**config.mk**
```make
export PLATFORM = sky130hd
export DESIGN_NAME = i2c_codec_sequencer
export DESIGN_NICKNAME = d
export VERILOG_FILES = /design/src/rtl/i2c_codec_sequencer.sv
export SDC_FILE = /design/constraint.sdc
export NUM_CORES = 1
export LEC_CHECK = 0
export CAP_MARGIN = 20
export CORE_AREA = 2 2 97 99
export CTS_BUF_LIST = sky130_fd_sc_hd__clkbuf_8
export DETAILED_ROUTE_END_ITERATION = 10
export DIE_AREA = 0 0 99 101
export SLEW_MARGIN = 40
export SYNTH_ARGS = -nofsm -noshare
export SYNTH_HDL_FRONTEND = slang
export SYNTH_SLANG_ARGS = --single-unit
export TNS_END_PERCENT = 20
```
**constraint.sdc**
```tcl
create_clock -name inClock -period 1.8 [get_ports inClock]
set_input_delay 0.54 -clock inClock [delete_from_list [all_inputs] [get_ports inClock]]
set_output_delay 0.54 -clock inClock [all_outputs]
set_load 0.02 [all_outputs]
```
**src/rtl/i2c_codec_sequencer.sv**
```systemverilog
// Sequencer that feeds the I2C bit engine a fixed table of codec register writes,
// one START/address/two-byte/STOP transaction per entry, with NACK retries.
module i2c_codec_sequencer #(
  parameter logic [6:0] DEV_ADDR  = 7'h1A,
  parameter int         NUM_REGS  = 11,
  parameter int         RETRY_MAX = 3
) (
  input  logic       inClock,
  input  logic       reset,
  input  logic       start,
  input  logic       ready,
  input  logic       ack,
  output logic       en,
  output logic [1:0] mode,
  output logic [7:0] outData,
  output logic       busy,
  output logic       done,
  output logic       error,
  output logic [3:0] entry
);

  localparam int RW = (RETRY_MAX < 1) ? 1 : $clog2(RETRY_MAX + 1);
  localparam logic [RW-1:0] RMAX = RW'(RETRY_MAX);
  localparam logic [3:0] LAST = 4'(NUM_REGS - 1);

  localparam logic [1:0] M_START = 2'd0;
  localparam logic [1:0] M_BYTE  = 2'd1;
  localparam logic [1:0] M_STOP  = 2'd2;

  typedef enum logic [3:0] {
    IDLE, S_START, S_ADDR, S_B1, S_B2, S_STOP, NEXT, DONE, ERROR
  } state_t;

  state_t        state;
  logic [RW-1:0] retries;
  logic          nack_flag;
  logic          armed;
  logic [15:0]   word_reg;
  logic [15:0]   rom_tbl [16];

  // Table words are {reg[6:0], data[8:0]}; BYTE1 is word[15:8], BYTE2 is word[7:0].
  function automatic logic [15:0] table_word(input int idx);
    case (idx)
      0:       table_word = {7'd15, 9'h000};
      1:       table_word = {7'd0,  9'h017};
      2:       table_word = {7'd1,  9'h017};
      3:       table_word = {7'd2,  9'h079};
      4:       table_word = {7'd3,  9'h079};
      5:       table_word = {7'd4,  9'h012};
      6:       table_word = {7'd5,  9'h000};
      7:       table_word = {7'd6,  9'h000};
      8:       table_word = {7'd7,  9'h002};
      9:       table_word = {7'd8,  9'h000};
      10:      table_word = {7'd9,  9'h001};
      default: table_word = 16'h0000;
    endcase
  endfunction

  genvar gi;
  generate
    for (gi = 0; gi < 16; gi++) begin : g_rom
      assign rom_tbl[gi] = table_word(gi);
    end
  endgenerate

  // Registered ROM read; entry is stable for several cycles before BYTE1 is needed.
  always_ff @(posedge inClock) begin
    word_reg <= rom_tbl[entry];
  end

  always_ff @(posedge inClock or posedge reset) begin
    if (reset) begin
      state     <= IDLE;
      en        <= 1'b0;
      mode      <= M_START;
      outData   <= 8'h00;
      busy      <= 1'b0;
      done      <= 1'b0;
      error     <= 1'b0;
      entry     <= 4'd0;
      retries   <= '0;
      nack_flag <= 1'b0;
      armed     <= 1'b0;
    end else begin
      case (state)
        IDLE, DONE, ERROR: begin
          if (start) begin
            state     <= S_START;
            en        <= 1'b1;
            mode      <= M_START;
            outData   <= 8'h00;
            busy      <= 1'b1;
            done      <= 1'b0;
            error     <= 1'b0;
            entry     <= 4'd0;
            retries   <= '0;
            nack_flag <= 1'b0;
            armed     <= 1'b0;
          end
        end

        S_START, S_ADDR, S_B1, S_B2, S_STOP: begin
          // A ready that never went low belongs to the previous phase.
          if (!ready) armed <= 1'b1;
          if (ready && armed) begin
            armed <= 1'b0;
            case (state)
              S_START: begin
                state   <= S_ADDR;
                mode    <= M_BYTE;
                outData <= {DEV_ADDR, 1'b0};
              end
              S_ADDR, S_B1: begin
                if (ack) begin
                  state   <= (state == S_ADDR) ? S_B1 : S_B2;
                  mode    <= M_BYTE;
                  outData <= (state == S_ADDR) ? word_reg[15:8] : word_reg[7:0];
                end else begin
                  state     <= S_STOP;
                  mode      <= M_STOP;
                  outData   <= 8'h00;
                  nack_flag <= 1'b1;
                end
              end
              S_B2: begin
                state     <= S_STOP;
                mode      <= M_STOP;
                outData   <= 8'h00;
                nack_flag <= ~ack;
              end
              S_STOP: begin
                if (!nack_flag) begin
                  state <= NEXT;
                end else if (retries < RMAX) begin
                  retries   <= retries + 1'b1;
                  nack_flag <= 1'b0;
                  state     <= S_START;
                  mode      <= M_START;
                end else begin
                  state <= ERROR;
                  en    <= 1'b0;
                  busy  <= 1'b0;
                  error <= 1'b1;
                end
              end
              default: state <= IDLE;
            endcase
          end
        end

        NEXT: begin
          if (entry == LAST) begin
            state <= DONE;
            en    <= 1'b0;
            busy  <= 1'b0;
            done  <= 1'b1;
          end else begin
            entry   <= entry + 4'd1;
            retries <= '0;
            state   <= S_START;
            mode    <= M_START;
            outData <= 8'h00;
          end
        end

        default: state <= IDLE;
      endcase
    end
  end

endmodule

```
==> flow_metrics.tcl <==
set metrics [dict create \
    grt_pass1_vias 1827 \
    dr.pass1.iters 4 \
    leakage_nw 1.39 \
    synth_top_area_share_pct 30.1 \
    diodes 0 \
    critPathMaxFanout 7 \
    rsz0062_at_grt "yes" \
    met1_length_um 2650 \
    wl_met3_um 141 \
    syn_area_per_cell_um2 8.71 \
    clkLatencyLatePin_ns 0.29 \
    worst-setup-path-type "flop to flop" \
    die_area_um2 10000 \
    antenna_found_initial 0 \
    grt_overflow 0 \
    die_w_um 99 \
    post-route-period-util_pct 105 \
    area_delta_synth_final_pct 44.9 \
    drv_cap 0 \
    design_area_um2 2890 \
    synth_edf_count 0 \
    clock_skew_ns 0.00810 \
    ys_seq_area_share_pct 39.1 \
    rows 35 \
    core_area_um2 8980 \
    wire_per_inst_um 13.0 \
    final_cell_mix "buf_4, nand2_1, dfrtp_1, a21oi_1" \
    cts_tree "built" \
    ys_async_sr_fraction_pct 72.7 \
    cts_sinks 33 \
    via_per_inst 4.54 \
    fin_nets 306 \
    hold_buffers 0 \
    clk_pin_slew_ns 0.07 \
    synth_top_flop_cell "dfrtp_1" \
    largest_reg_flops 9 \
    grt_usage_pct 10.8 \
    violations "setup timing" \
    p_per_area_nw_per_um2 1650 \
    setup_viol 8 \
    start_kind "flop" \
    place_congestion 0.802 \
    drt-initial-drc-count 80 \
    dp_hpwl_um 3720 \
    layout_commonest_cell "buf_4" \
    place_area_um2 2610 \
    min_period_ns 1.90 \
    ioPinCount 23 \
    top_layer "met4" \
    yosysTopAreaCell "dfrtp_1" \
    ant_nets 0 \
    cp.arrival_ns 2.07 \
    cts.path.max_buffers 2 \
    die_y_um 101 \
    synth_area_leaders "dfrtp_1, dfxtp_1, mux2_4" \
    portBuffers 21 \
    netlist_instances 229 \
    hold_viol 0 \
    yosysWarnings 0 \
    num_vias 1849 \
    finalWirelength_um 5280 \
    clockRootBuffer "clkbuf_8" \
    min-delay-path-class "flop to flop" \
    power.total_mw 4.77 \
    clock.fmax_mhz 527 \
    dp_slack_ns -0.533 \
    status "finished with violations" \
    start_util_pct 22.2 \
    syn_area_um2 1990 \
    synth_fp_nets 240 \
    synth-seq-cells 33 \
    required_ns 1.97 \
    fin_ws_ns -0.0963 \
    drive_above_1_share_pct 32.1 \
    grt_pass1_wl_um 8690 \
    cts_buffers 5 \
    peakVddDrop_mv 0.894 \
    dr_wl_met2_um 2400 \
    synth_cell_types 46 \
    route.detailed.drc 0 \
    critPathCaptureType "flop" \
    final_max_slew_viol_count 0 \
    grt_max_degree 25 \
    htreeDepth 2 \
]
==> synth_stat cells (2+ instances only) <==
master and count:
a211oi_1 3, a21o_1 3, a21oi_1 20, a22o_1 2, a22oi_1 2, a2bb2oi_1 2, a31oi_1 3, and2_1 3
buf_2 4, buf_4 3, buf_6 3, clkbuf_1 5, dfrtp_1 24, dfxtp_1 9, ha_1 6, inv_1 10
mux2_1 2, mux2_4 7, mux2i_1 4, nand2_1 27, nand2b_1 7, nand3_1 6, nand3b_1 2, nand4_1 2
nor2_1 17, nor2b_1 9, nor3_1 4, o21ai_0 17, o21ai_1 2, o22ai_1 2, o31ai_1 2, or3_1 3
==> where the power goes <==
group,internal (mW),switching (mW),total [mW],leakage [nW]
clock network,0.550,0.295,0.845,0.0681
logic,1.40,1.35,2.75,0.938
registers,1.01,0.167,1.18,0.384
total,2.96,1.82,4.77,1.39
==> metrics by stage <==
step | TNS (ns) | util [%] | hold WS [ns] | std cells
after floorplan | -0.269 | - | 0.489 | 229
after global placement | -6.42 | 29.1 | 0.463 | 393
after detailed placement | -6.69 | 29.1 | 0.469 | 393
after CTS | -0.533 | 30.8 | 0.493 | 402
after global routing | -1.08 | 32.2 | 0.500 | 407
final | -0.692 | 32.2 | 0.479 | 407
==> worst max-delay path, cell delays in order (launching register included) <==
cell and delay [ns]:
dfrtp_2 0.45, and4b_4 0.22, or2_4 0.25, o22ai_4 0.20, and4_4 0.34, mux2_4 0.31
==> metal layers <==
| layer | track usage [%] | up-vias |
|---|---|---|
| li1 | - | 934 |
| met1 | 15.0 | 872 |
| met2 | 16.5 | 34 |
| met3 | 2.50 | 9 |
| met4 | 3.48 | 0 |
| met5 | 0 | - |
==> path summary, 6_finish.rpt <==
| kind | slack [ns] | depth (start not counted) | end | from |
|---|---|---|---|---|
| max in group asynchronous | 0.92 | 3 | entry[0]$_DFFE_PP0P_ | reset |
| worst max-delay path | -0.1 | 5 | outData[0]$_DFFE_PP0P_ | state[2]$_DFFE_PP0P_ |
| worst min register to register | 0.48 | 2 | done$_DFFE_PP0P_ | done$_DFFE_PP0P_ |
| worst min-delay path | 0.48 | 2 | done$_DFFE_PP0P_ | done$_DFFE_PP0P_ |
| min in group asynchronous | 0.61 | 3 | mode[1]$_DFFE_PP0P_ | reset |
| worst max register to register | -0.1 | 5 | outData[0]$_DFFE_PP0P_ | state[2]$_DFFE_PP0P_ |
==> logic make-up after synthesis <==
logic type	Yosys count	share of synthesized area (%)
flops	33	39.1
other cells	1	0.188
fa+ha+maj	6	3.76
simple gates	88	22.8
compound gates	63	19.1
mux	13	8.41
buf+inv	25	6.65
==> area by class of cell <==
cell class              count  area (um2)
clock inverters             3        65.1
multi-input cells         171        1180
inverters                  10        37.5
repair buffers             74         614
fillers                   893        6090
clock buffers               5        68.8
flip-flops and latches     33         785
well taps                 111         139
==> timing repair <==
| item | 4_1_cts | 5_1_grt |
|---|---|---|
| setup buffers | 1 | 5 |
| resized for setup | 27 | 21 |
| endpoints found under the setup margin | 26 | 21 |
| pin swaps | 5 | 8 |
Note: power is estimated with default switching activity, not from simulation.
